`src/rtl/fetch_stage.sv`:
```
// Instruction fetch: one outstanding imem request, small FIFO of fetched words toward decode.
// Latency: rvalid in cycle N gives o_if_valid in N+1; a request goes out only when the FIFO has room.
// Backpressure: i_id_ready stalls the FIFO head; a full FIFO withholds requests and holds the PC.
module fetch_stage #(
    parameter int FIFO_DEPTH = 2
) (
    input  logic        clk,
    input  logic        resetn,
    input  logic [31:0] i_pc,
    input  logic [31:0] i_pc4,
    input  logic        i_flush,
    output logic        o_pc_en,
    output logic        o_imem_req,
    output logic [31:0] o_imem_addr,
    input  logic        i_imem_ready,
    input  logic        i_imem_rvalid,
    input  logic [31:0] i_imem_rdata,
    output logic        o_if_valid,
    output logic [31:0] o_if_instr,
    output logic [31:0] o_if_pc,
    output logic [31:0] o_if_pc4,
    output logic        o_if_misalign,
    input  logic        i_id_ready
);

    localparam int PTR_W = $clog2(FIFO_DEPTH);
    localparam int CNT_W = PTR_W + 1;

    localparam logic [0:0] S_REQ  = 1'b0;
    localparam logic [0:0] S_WAIT = 1'b1;

    logic [0:0]       state;
    logic             drop;
    logic [31:0]      inf_pc;
    logic [31:0]      inf_pc4;
    logic             inf_mis;

    logic [PTR_W-1:0] wr_ptr;
    logic [PTR_W-1:0] rd_ptr;
    logic [CNT_W-1:0] count;
    logic [31:0]      fifo_instr [FIFO_DEPTH];
    logic [31:0]      fifo_pc    [FIFO_DEPTH];
    logic [31:0]      fifo_pc4   [FIFO_DEPTH];
    logic             fifo_mis   [FIFO_DEPTH];

    logic             can_req;
    logic             accept;
    logic             push;
    logic             pop;

    // Reset gates the combinational outputs so nothing leaks out while resetn is low.
    assign can_req     = (state == S_REQ) && (count < CNT_W'(FIFO_DEPTH)) && !i_flush;
    assign o_imem_req  = resetn & can_req;
    assign accept      = o_imem_req & i_imem_ready;
    assign o_pc_en     = resetn & (accept | i_flush);
    assign o_imem_addr = {i_pc[31:2], 2'b00};

    assign push = (state == S_WAIT) & i_imem_rvalid & ~drop & ~i_flush;
    assign pop  = o_if_valid & i_id_ready;

    assign o_if_valid    = (count != '0);
    assign o_if_instr    = fifo_instr[rd_ptr];
    assign o_if_pc       = fifo_pc[rd_ptr];
    assign o_if_pc4      = fifo_pc4[rd_ptr];
    assign o_if_misalign = fifo_mis[rd_ptr];

    always_ff @(posedge clk or negedge resetn) begin
        if (!resetn) begin
            state   <= S_REQ;
            drop    <= 1'b0;
            inf_pc  <= '0;
            inf_pc4 <= '0;
            inf_mis <= 1'b0;
        end else if (state == S_REQ) begin
            if (accept) begin
                state   <= S_WAIT;
                inf_pc  <= i_pc;
                inf_pc4 <= i_pc4;
                inf_mis <= |i_pc[1:0];
            end
        end else if (i_imem_rvalid) begin
            state <= S_REQ;
            drop  <= 1'b0;
        end else if (i_flush) begin
            // Redirect while a response is still in flight: it is discarded on arrival.
            drop <= 1'b1;
        end
    end

    always_ff @(posedge clk or negedge resetn) begin
        if (!resetn) begin
            wr_ptr <= '0;
            rd_ptr <= '0;
            count  <= '0;
            for (int i = 0; i < FIFO_DEPTH; i++) begin
                fifo_instr[i] <= '0;
                fifo_pc[i]    <= '0;
                fifo_pc4[i]   <= '0;
                fifo_mis[i]   <= 1'b0;
            end
        end else if (i_flush) begin
            wr_ptr <= '0;
            rd_ptr <= '0;
            count  <= '0;
        end else begin
            if (push) begin
                fifo_instr[wr_ptr] <= i_imem_rdata;
                fifo_pc[wr_ptr]    <= inf_pc;
                fifo_pc4[wr_ptr]   <= inf_pc4;
                fifo_mis[wr_ptr]   <= inf_mis;
                wr_ptr             <= wr_ptr + PTR_W'(1);
            end
            if (pop) begin
                rd_ptr <= rd_ptr + PTR_W'(1);
            end
            count <= count + CNT_W'(push) - CNT_W'(pop);
        end
    end

endmodule

```
`config.mk`:
```
export PLATFORM = sky130hd
export DESIGN_NAME = fetch_stage
export DESIGN_NICKNAME = d
export VERILOG_FILES = /design/src/rtl/fetch_stage.sv
export SDC_FILE = /design/constraint.sdc
export NUM_CORES = 1
export LEC_CHECK = 0
export ABC_AREA = 0
export BUFFER_PORTS_ARGS = -buffer_cell sky130_fd_sc_hd__buf_2
export CAP_MARGIN = 10
export CORE_UTILIZATION = 52
export CTS_BUF_LIST = sky130_fd_sc_hd__clkbuf_8
export DETAILED_ROUTE_END_ITERATION = 10
export PLACE_DENSITY = 0.78
export RECOVER_POWER = 25
export SYNTH_ARGS = -nofsm -noshare
export SYNTH_HDL_FRONTEND = slang
export SYNTH_SLANG_ARGS = --single-unit
```
`constraint.sdc`:
```
create_clock -name clk -period 2.3 [get_ports clk]
set_input_delay 0.23 -clock clk [delete_from_list [all_inputs] [get_ports clk]]
set_output_delay 0.23 -clock clk [all_outputs]
set_load 0.005 [all_outputs]
```
==> results of run 1 <==
cell usage in the layout (no fill, tap or decap), drive strengths merged:
master	count
mux2	355
dfrtp	265
buf	219
dlygate4sd3	101
clkbuf	86
inv	18
a21oi	5
nor2	3
or3	2
nor2b	2
xnor2	2
o21ai	2
ha	2
conb	2
nand2	2
nor4b	1
or2	1
o21a	1
xor2	1
or4b	1
nor4	1
a31oi	1
clkinv	1
state kept, by name, summed over array words and instances, names as in the netlist, 2 cells and up:
register,count
fifo_instr,64
fifo_pc,64
fifo_mis,2
count,2
fifo_pc4,64
inf_pc4,32
inf_pc,32
per-stage QoR:
step / setup WS [ps] / power, mW / cell area, um^2
4_1_cts: 190 / 15.6 / 14600
6_report: 215 / 15.4 / 14500
3_3_place_gp: 373 / 11.2 / 12700
5_1_grt: 77.3 / 16.4 / 14500
2_1_floorplan: 467 / 9.55 / 11400
3_5_place_dp: 326 / 11.3 / 12700
synth_stat cells:
cell type  instances
ha_1               2
nor4b_2            1
conb_1             1
nor2b_1            2
nor4_2             1
mux2_2           325
buf_1              2
nand2_1            2
dfrtp_1          265
or3_1              2
a21oi_1            5
nor2_1             3
mux2_4            30
o21a_1             1
xor2_1             1
a31oi_1            1
buf_2             18
or2_2              1
clkbuf_1          16
or4b_1             1
inv_1              2
o21ai_0            2
buf_6              4
xnor2_1            2
buf_4             32
critical path, delay by kind of cell:
kind                   cells  cell delay (ps)
buffers and inverters      4             1080
and+or+nand+nor            2              480
AOI/OAI and AO/OA          1               60
metal layers:
| layer | GRT usage [%] | vias up | part of all wire, % |
|---|---|---|---|
| li1 | - | 3185 | - |
| met1 | 27.4 | 3500 | 43 |
| met2 | 34.3 | 199 | 48 |
| met3 | 5.43 | 41 | 5.9 |
| met4 | 7.78 | 0 | 2.1 |
| met5 | 0 | - | 0 |
cells by family after synthesis:
| logic type | Yosys count |
|---|---|
| xor gates and xnor gates | 3 |
| AOI/OAI and AO/OA | 9 |
| buffers and inverters | 74 |
| DFF | 265 |
| muxes | 355 |
| adders and majority gates | 2 |
| other | 1 |
| and+or+nand+nor | 13 |
report_power, final:
group	switching (mW)	internal, mW	total [mW]
registers	0.823	6.15	6.98
clock network	1.74	2.27	4.01
logic	1.62	2.77	4.40
total	4.19	11.2	15.4
final timing paths:
path                                         start                        to  slack, ps  cells past startpoint
min in group asynchronous                   resetn   inf_pc4[19]$_DFFE_PN0P_        420                      3
max                                        i_flush                   o_pc_en        210                      7
max reg2reg                        state$_DFF_PN0_  fifo_pc4[29]$_DFFE_PN0P_        300                      4
max in group asynchronous                   resetn   fifo_pc[60]$_DFFE_PN0P_        430                      4
min reg2reg                fifo_pc[58]$_DFFE_PN0P_   fifo_pc[58]$_DFFE_PN0P_        500                      1
min                                     i_id_ready        rd_ptr$_DFFE_PN0P_        130                      4
cell type report:
cell class / count / area [um^2]
Sequential cell: 265 / 6640
Timing Repair Buffer: 347 / 2320
Clock inverter: 17 / 65.1
Multi-Input combinational cell: 384 / 4320
Fill cell: 1465 / 6710
Inverter: 2 / 7.51
Tap cell: 275 / 344
Clock buffer: 59 / 812
==> impl_metrics.json, run 1 <==
{
  "routedWlPerCell_um": 17.2,
  "holdWs_ps": 133,
  "slowest_stage": "dlygate4sd3_1",
  "antenna_found_initial": 0,
  "yosys_warnings": 0,
  "routed_via_density": 5.13,
  "num_vias": 6925,
  "fp.coreArea_mm2": 0.0212,
  "synthMuxAreaShare_pct": 36.1,
  "synth_top_area_share_pct": 58.3,
  "cts_max_path_buffers": 3,
  "critPathArrivalTime_ps": 1860,
  "setup-violations-final": 0,
  "grt-ovfl-total": 0,
  "cpPeakStageDelay_ps": 540,
  "grt_util_all_layers_pct": 21.1,
  "max_cap_viol_count": 0,
  "cp.required_ps": 2070,
  "htreeDepth": 2,
  "die_h_um": 150,
  "synth-xor-area-share_pct": 0.231,
  "antenna_cells": 0,
  "final_cells": 1349,
  "die_area_mm2": 0.0225,
  "cts_tree": "built",
  "io_pins": 234,
  "drtIter0Drc": 186,
  "placed_cells": 1172,
  "grt_max_degree": 128,
  "fmax_ghz": 0.480,
  "place_congestion": 0.710,
  "status": "finished, final reports clean",
  "grt_setup_unrepaired": "false",
  "post_cts_resized": 0,
  "cts_setup_buffers": 0,
  "slew_headroom_pct": 21.5,
  "yosysSeqAreaShare_pct": 58.3,
  "ir_drop_mv": 0.605,
  "synth-simple-area-share_pct": 0.769,
  "hold_viol_final": 0,
  "rows": 53,
  "synth-compound-area-share_pct": 0.429,
  "crit_path_cell_trace": "dlygate4sd3_1 -> buf_2 -> nor4b_2 -> buf_4 -> a21oi_1 -> nor2b_1 -> buf_2",
  "crit_path_frequent_cell": "buf_2",
  "finalSetupTns_ps": 0,
  "layout.nets": 1148,
  "dp_hpwl_um": 13700,
  "path_max_fanout": 10,
  "synthTopCellsByArea": "dfrtp_1 (58%), mux2_2 (32%), mux2_4 (4.0%), buf_4 (2.1%), buf_2 (0.79%)",
  "timing.critical_path.to_type": "output pin",
  "fin_skew_ps": 22.8,
  "synth_top_family_by_area": "multiplexers",
  "tightest_slew_ps": 1180,
  "grt_pass1_wl_um": 37300,
  "die_width_um": 150,
  "first_pass_iters": 4,
  "period_minus_slack_ps": 2090,
  "clkSinkCount": 265,
  "synth_fa_ha_area_share_pct": 0.220,
  "synth.distinct_cells": 25,
  "cts_inserted_buffers": 44,
  "layout-drive-gt1-share_pct": 60.0,
  "yosys.area.top_type": "dfrtp_1",
  "final_util_pct": 68.4,
  "synthCells": 722,
  "cp-start-kind": "input port",
  "drt-total-wl_um": 23200,
  "clk_latency_ps": 530,
  "synth_area_mm2": 0.0114,
  "cts-root-buf": "clkbuf_8",
  "hold_buffers": 101,
  "path_clk_slew_ps": 60,
  "p_per_area_mw_per_mm2": 1060,
  "synth-seq-cells": 265,
  "postRouteAntennaNets": 0,
  "hold_class": "input port to flop",
  "port_buffers": 231,
  "finalMaxSlewViolations": 0,
  "p_leak_nw": 7.23,
  "drc": 0,
  "syn2layout_area_growth_pct": 27.5,
  "avgSynthCellArea_um2": 15.8,
  "start_util_pct": 53.6,
  "grt_pass1_vias": 7440,
  "critPathKind": "input port to output pin",
  "timing.final.crit_share_pct": 90.7
}
(Power assumes the default switching activity.)
==> run 2: changes to the inputs <==
--- a/config.mk
+++ b/config.mk
@@ -5,13 +5,16 @@
 export SDC_FILE = /design/constraint.sdc
 export NUM_CORES = 1
 export LEC_CHECK = 0
-export ABC_AREA = 0
+export ABC_AREA = 1
 export BUFFER_PORTS_ARGS = -buffer_cell sky130_fd_sc_hd__buf_2
 export CAP_MARGIN = 10
-export CORE_UTILIZATION = 52
+export CELL_PAD_IN_SITES_DETAIL_PLACEMENT = 1
+export CELL_PAD_IN_SITES_GLOBAL_PLACEMENT = 2
+export CORE_ASPECT_RATIO = 0.6
+export CORE_UTILIZATION = 33
 export CTS_BUF_LIST = sky130_fd_sc_hd__clkbuf_8
 export DETAILED_ROUTE_END_ITERATION = 10
-export PLACE_DENSITY = 0.78
+export PLACE_DENSITY = 0.84
 export RECOVER_POWER = 25
 export SYNTH_ARGS = -nofsm -noshare
 export SYNTH_HDL_FRONTEND = slang
==> run 2 against run 1 <==
  * Largest cell class unchanged
  * Hold slack gained 160 ps
  * Cell count rose by 69%
  * Core utilization shrank 25 points
  * Via count rose by 64%
  * Register-to-register slack improved by 170 ps
  * Setup slack worse by 5.5 ps
  * Critical endpoint is now o_if_pc4[6]
==> impl_metrics.json, run 2 <==
{
  "cts_max_path_buffers": 3,
  "die_width_um": 250,
  "drc": 0,
  "async_flop_share_pct": 100,
  "first_pass_iters": 5,
  "fmax_ghz": 0.478,
  "synth-seq-cells": 265,
  "start_util_pct": 34.1,
  "grt_pass1_vias": 12400,
  "syn2layout_area_growth_pct": 26.2,
  "global_route.usage.met2_pct": 38.4,
  "path_clk_slew_ps": 70,
  "hold_buffers": 100,
  "post-place-ws_ps": 462,
  "cts_tree": "built",
  "hold_class": "input port to flop",
  "grt_setup_unrepaired": "false",
  "cts-root-buf": "clkbuf_8",
  "synth_most_common_cell": "nand2_1",
  "post_cts_resized": 0,
  "clk_latency_ps": 570,
  "antenna_found_initial": 0,
  "hold_viol_final": 0,
  "finalSetupTns_ps": 0,
  "grt-busiest-layer": "met2",
  "p_leak_nw": 8.69,
  "drtIter0Drc": 665,
  "synthTopCellsByArea": "dfrtp_1 (55%), nand2_1 (25%), nand4_1 (8.4%), nand3_1 (4.1%), clkbuf_1 (2.1%)",
  "critPathArrivalTime_ps": 1860,
  "layout_common_cells": "nand2_1 (821), dfrtp_1 (264), buf_2 (230)",
  "status": "finished, final reports clean",
  "placed_cells": 2109,
  "port_buffers": 231,
  "yosys_warnings": 0,
  "postRouteAntennaNets": 0,
  "fp.coreArea_mm2": 0.0356,
  "reg_top3": "fifo_instr (64), fifo_pc4 (64), fifo_pc (64)",
  "avgSynthCellArea_um2": 7.92,
  "postLayoutCellArea_mm2": 0.0153,
  "routedWlPerCell_um": 18.2,
  "finalMaxSlewViolations": 0,
  "synth_top_cells_by_count": "nand2_1 (822), dfrtp_1 (265), nand4_1 (162)",
  "synth_area_mm2": 0.0121,
  "holdWs_ps": 292,
  "p_per_area_mw_per_mm2": 1030,
  "post_dp_cell_area_mm2": 0.0135,
  "die_area_mm2": 0.0376,
  "cp.required_ps": 2070,
  "drt-total-wl_um": 41500,
  "grt_max_degree": 136,
  "use_met1_pct": 29.8,
  "io_pins": 234,
  "cts_setup_buffers": 0,
  "fin_skew_ps": 18.1,
  "min_path_cells": 4,
  "timing.final.ws_setup_ps": 209,
  "layout-drive-gt1-share_pct": 18.2,
  "met3_usage_pct": 3.72,
  "final_cells": 2285,
  "layout.nets": 1892,
  "final_util_pct": 43.0,
  "yosys_most_used_dff": "dfrtp_1",
  "dp_hpwl_um": 23500,
  "grt-ovfl-total": 0,
  "cts_inserted_buffers": 44,
  "setup-violations-final": 0,
  "period_minus_slack_ps": 2090,
  "die_h_um": 151,
  "r2r_cells": 6,
  "htreeDepth": 2,
  "total_power_mw": 15.7,
  "max_cap_viol_count": 0,
  "place_congestion": 0.740,
  "synth.distinct_cells": 21,
  "clkSinkCount": 265,
  "synthCells": 1533,
  "yosysSeqAreaShare_pct": 54.6,
  "ir_drop_mv": 0.455,
  "tightest_slew_ps": 1320,
  "grt_pass1_wl_um": 67400,
  "critPathKind": "flop to output pin",
  "routed_via_density": 4.96,
  "cp-start-kind": "flop",
  "path_max_fanout": 39,
  "synth_edf_count": 0,
  "mostFrequentLayoutCell": "nand2_1",
  "num_vias": 11300,
  "rows": 53,
  "timing.final.crit_share_pct": 90.9,
  "timing.critical_path.to_type": "output pin",
  "yosys.area.top_type": "dfrtp_1",
  "synth_top_area_share_pct": 54.6,
  "antenna_cells": 0,
  "grt_util_all_layers_pct": 22.7,
  "slew_headroom_pct": 12.0
}
[run 2: cell types whose count changed in the layout (fill, tap and decap cells not counted), sizes merged, moves of 14 or more]
cell | before | now
nand2 | 2 | 823
nand4 | 0 | 162
mux2 | 355 | 0
buf | 219 | 260
nand3 | 0 | 101
inv | 18 | 32
clkbuf | 86 | 55
[run 2: worst paths after layout]
path                                                    to                  startpoint  slack [ps]
worst max register to register   fifo_instr[5]$_DFFE_PN0P_          wr_ptr$_DFFE_PN0P_         470
worst min register to register  fifo_instr[32]$_DFFE_PN0P_  fifo_instr[32]$_DFFE_PN0P_         470
min in group asynchronous          inf_pc4[22]$_DFFE_PN0P_                      resetn         580
worst min-delay path               inf_pc4[30]$_DFFE_PN0P_                i_imem_ready         290
max in group asynchronous        fifo_instr[7]$_DFFE_PN0P_                      resetn         520
worst max-delay path                           o_if_pc4[6]          rd_ptr$_DFFE_PN0P_         210
[run 2: where the power goes]
part / switching [mW] / leakage (nW) / internal, mW
Combinational: 2.90 / 4.69 / 1.80
Sequential: 0.911 / 3.50 / 6.07
Clock: 1.94 / 0.500 / 2.10
Total: 5.76 / 8.69 / 9.97
[run 2: cell type report]
class                   instances  area, um^2
flip-flops and latches        265        6640
well taps                     467         584
multi-input cells            1102        4760
inverters                      14        60.1
clock inverters                22        87.6
fillers                      4351       20300
repair buffers                361        2450
clock buffers                  54         743
[run 2: worst max-delay path, cell delays in order, from the launching register on]
cell and delay [ps]:
dfrtp_4 440, buf_4 420, nand2_1 100, nand2_1 150, buf_2 130
[run 2: layer usage]
layer,vias up,part of all wire [%]
met5,-,0
met2,244,47
met3,72,3.9
met1,5564,47
met4,0,2.4
li1,5443,-
[run 2: kinds of logic (layout without fill, tap and decap cells)]
family	Yosys count	count (layout)	synth area share (%)
AOI/OAI and AO/OA	4	4	0.186
buffers and inverters	167	451	6.55
DFF	265	265	54.6
other	1	2	0.0309
and+or+nand+nor	1094	1094	38.4
adders and majority gates	2	2	0.206
==> run 3: changes to the inputs <==
--- a/config.mk
+++ b/config.mk
@@ -6,15 +6,17 @@
 export NUM_CORES = 1
 export LEC_CHECK = 0
 export ABC_AREA = 1
+export ABC_CLOCK_PERIOD_IN_PS = 1700
 export BUFFER_PORTS_ARGS = -buffer_cell sky130_fd_sc_hd__buf_2
 export CAP_MARGIN = 10
 export CELL_PAD_IN_SITES_DETAIL_PLACEMENT = 1
 export CELL_PAD_IN_SITES_GLOBAL_PLACEMENT = 2
 export CORE_ASPECT_RATIO = 0.6
-export CORE_UTILIZATION = 33
+export CORE_MARGIN = 2
+export CORE_UTILIZATION = 30
 export CTS_BUF_LIST = sky130_fd_sc_hd__clkbuf_8
 export DETAILED_ROUTE_END_ITERATION = 10
-export PLACE_DENSITY = 0.84
+export PLACE_DENSITY = 0.81
 export RECOVER_POWER = 25
 export SYNTH_ARGS = -nofsm -noshare
 export SYNTH_HDL_FRONTEND = slang
==> constraint.sdc (replaced) <==
create_clock -name clk -period 1.7 [get_ports clk]
set_input_delay 0.17 -clock clk [delete_from_list [all_inputs] [get_ports clk]]
set_output_delay 0.17 -clock clk [all_outputs]
set_load 0.005 [all_outputs]
==> run 3 against run 2 <==
  * The run now ends with setup timing left
  * Sequential cell count is the same
  * Cell count up 4.5%
  * Clock skew is 11 ps higher
  * Largest cell class unchanged
  * Total power increased by 55%
  * Setup slack worse by 500 ps
==> impl_metrics.json, run 3 (synthesized netlist as in run 2, its figures left out) <==
{
  "cts_inserted_buffers": 46,
  "setup-violations-final": 98,
  "hold_class": "input port to flop",
  "critPathKind": "flop to output pin",
  "crit_path_frequent_cell": "nand2_1",
  "cpPeakStageDelay_ps": 590,
  "grt-ovfl-total": 0,
  "fin_skew_ps": 29.2,
  "critPathArrivalTime_ps": 1820,
  "antenna_found_initial": 0,
  "p_leak_nw": 9.46,
  "fmax_ghz": 0.502,
  "post_dp_cell_area_mm2": 0.0138,
  "ir_drop_mv": 0.609,
  "cts-root-buf": "clkbuf_8",
  "reg_top3": "fifo_instr (64), fifo_pc4 (64), fifo_pc (64)",
  "cts_max_path_buffers": 3,
  "rows": 57,
  "die_width_um": 264,
  "grt_setup_unrepaired": "true",
  "htreeDepth": 2,
  "io_pins": 234,
  "layout.nets": 1931,
  "status": "finished, violations left",
  "cts_tree": "built",
  "die_h_um": 160,
  "place_congestion": 0.755,
  "p_per_area_mw_per_mm2": 1450,
  "layout_common_cells": "nand2_1 (736), dfrtp_1 (262), buf_2 (203)",
  "routed_via_density": 4.90,
  "crit_path_cell_trace": "buf_12 -> clkbuf_16 -> nand2_1 -> nand2_1 -> buf_2",
  "grt_pass1_vias": 12400,
  "timing.critical_path.to_type": "output pin",
  "timing.final.ws_setup_ps": -294,
  "grt_pass1_wl_um": 71200,
  "cp-start-kind": "flop",
  "path_clk_slew_ps": 70,
  "start_util_pct": 30.2,
  "dp_hpwl_um": 24400,
  "clk_latency_ps": 590,
  "drt-total-wl_um": 47300,
  "die_area_mm2": 0.0421,
  "drc": 0,
  "first_pass_iters": 5,
  "violations": "setup timing",
  "max_cap_viol_count": 0,
  "tightest_slew_ps": 1160,
  "grt_util_all_layers_pct": 21.7,
  "cp.required_ps": 1530,
  "mostFrequentLayoutCell": "nand2_1",
  "postLayoutCellArea_mm2": 0.0168,
  "timing.final.crit_share_pct": 117,
  "slowest_stage": "dfrtp_4",
  "layout-drive-gt1-share_pct": 24.1,
  "slew_headroom_pct": 23.0,
  "total_power_mw": 24.3,
  "hold_viol_final": 0,
  "num_vias": 11700,
  "period_minus_slack_ps": 1990,
  "routedWlPerCell_um": 19.8,
  "port_buffers": 231,
  "postRouteAntennaNets": 0,
  "drtIter0Drc": 611,
  "clkSinkCount": 265,
  "path_max_fanout": 8,
  "finalMaxSlewViolations": 0,
  "fp.coreArea_mm2": 0.0402,
  "antenna_cells": 0,
  "syn2layout_area_growth_pct": 38.3,
  "grt_max_degree": 149
}
run 3: critical path: cells and delay by family, from the launching register on:
kind | cells | cell delay, ps
buffers and inverters | 3 | 510
flip-flops | 1 | 590
AND/OR/NAND/NOR | 2 | 130
run 3: power by group:
group	leakage [nW]	internal (mW)	switching, mW
clock	0.540	3.48	2.75
combinational	5.43	3.66	4.86
sequential	3.49	8.22	1.35
run 3: worst paths after layout:
kind / start / endpoint / slack, ps / cells after the start
setup / recovery: rd_ptr$_DFFE_PN0P_ / o_if_instr[14] / -290 / 5
hold / removal: i_imem_ready / inf_pc4[0]$_DFFE_PN0P_ / 40 / 3
setup reg to reg: state$_DFF_PN0_ / fifo_instr[42]$_DFFE_PN0P_ / 100 / 7
hold reg to reg: fifo_instr[20]$_DFFE_PN0P_ / fifo_instr[20]$_DFFE_PN0P_ / 470 / 2
max in group asynchronous: resetn / fifo_instr[3]$_DFFE_PN0P_ / 150 / 3
min in group asynchronous: resetn / inf_pc[0]$_DFFE_PN0P_ / 580 / 3
run 3: timing repair:
| item | in CTS | in global routing |
|---|---|---|
| endpoints found under the hold margin | 399 | 0 |
| pin swaps | 10 | 22 |
| hold buffers | 100 | 0 |
| setup buffers | 14 | 1 |
| gates resized for setup | 66 | 90 |
| gates cloned | 11 | 5 |
| endpoints found under the setup margin | 99 | 100 |
run 3: cell type report:
class / instances / area, um^2
Clock buffer: 61 / 840
Timing Repair inverter: 1 / 16.3
Multi-Input combinational cell: 1102 / 5120
Inverter: 14 / 70.1
Tap cell: 531 / 664
Timing Repair Buffer: 397 / 3310
Fill cell: 4794 / 23400
Sequential cell: 265 / 6640
Clock inverter: 17 / 121
run 3: per-layer routing:
| layer | track usage [%] | part of all wire, % | vias up | wire [um] |
|---|---|---|---|---|
| met5 | 0 | 0 | - | 0 |
| met4 | 6.55 | 2.5 | 0 | 1160 |
| met3 | 4.15 | 5.2 | 73 | 2440 |
| met2 | 35.2 | 46 | 280 | 21800 |
| met1 | 29.4 | 46 | 5827 | 21900 |
| li1 | - | - | 5524 | - |
run 3: metrics by stage:
step	setup TNS, ps	std cells	worst slack (ps)	hold WS [ps]	util, %
after global routing	-31230	2388	-359	28.7	41.8
after detailed placement	0	2179	96.4	380	34.4
after CTS	-27840	2382	-316	5.27	40.8
final	-24050	2388	-294	42.1	41.8
after global placement	0	2179	145	362	34.4
after floorplan	0	1534	15.3	-126	-
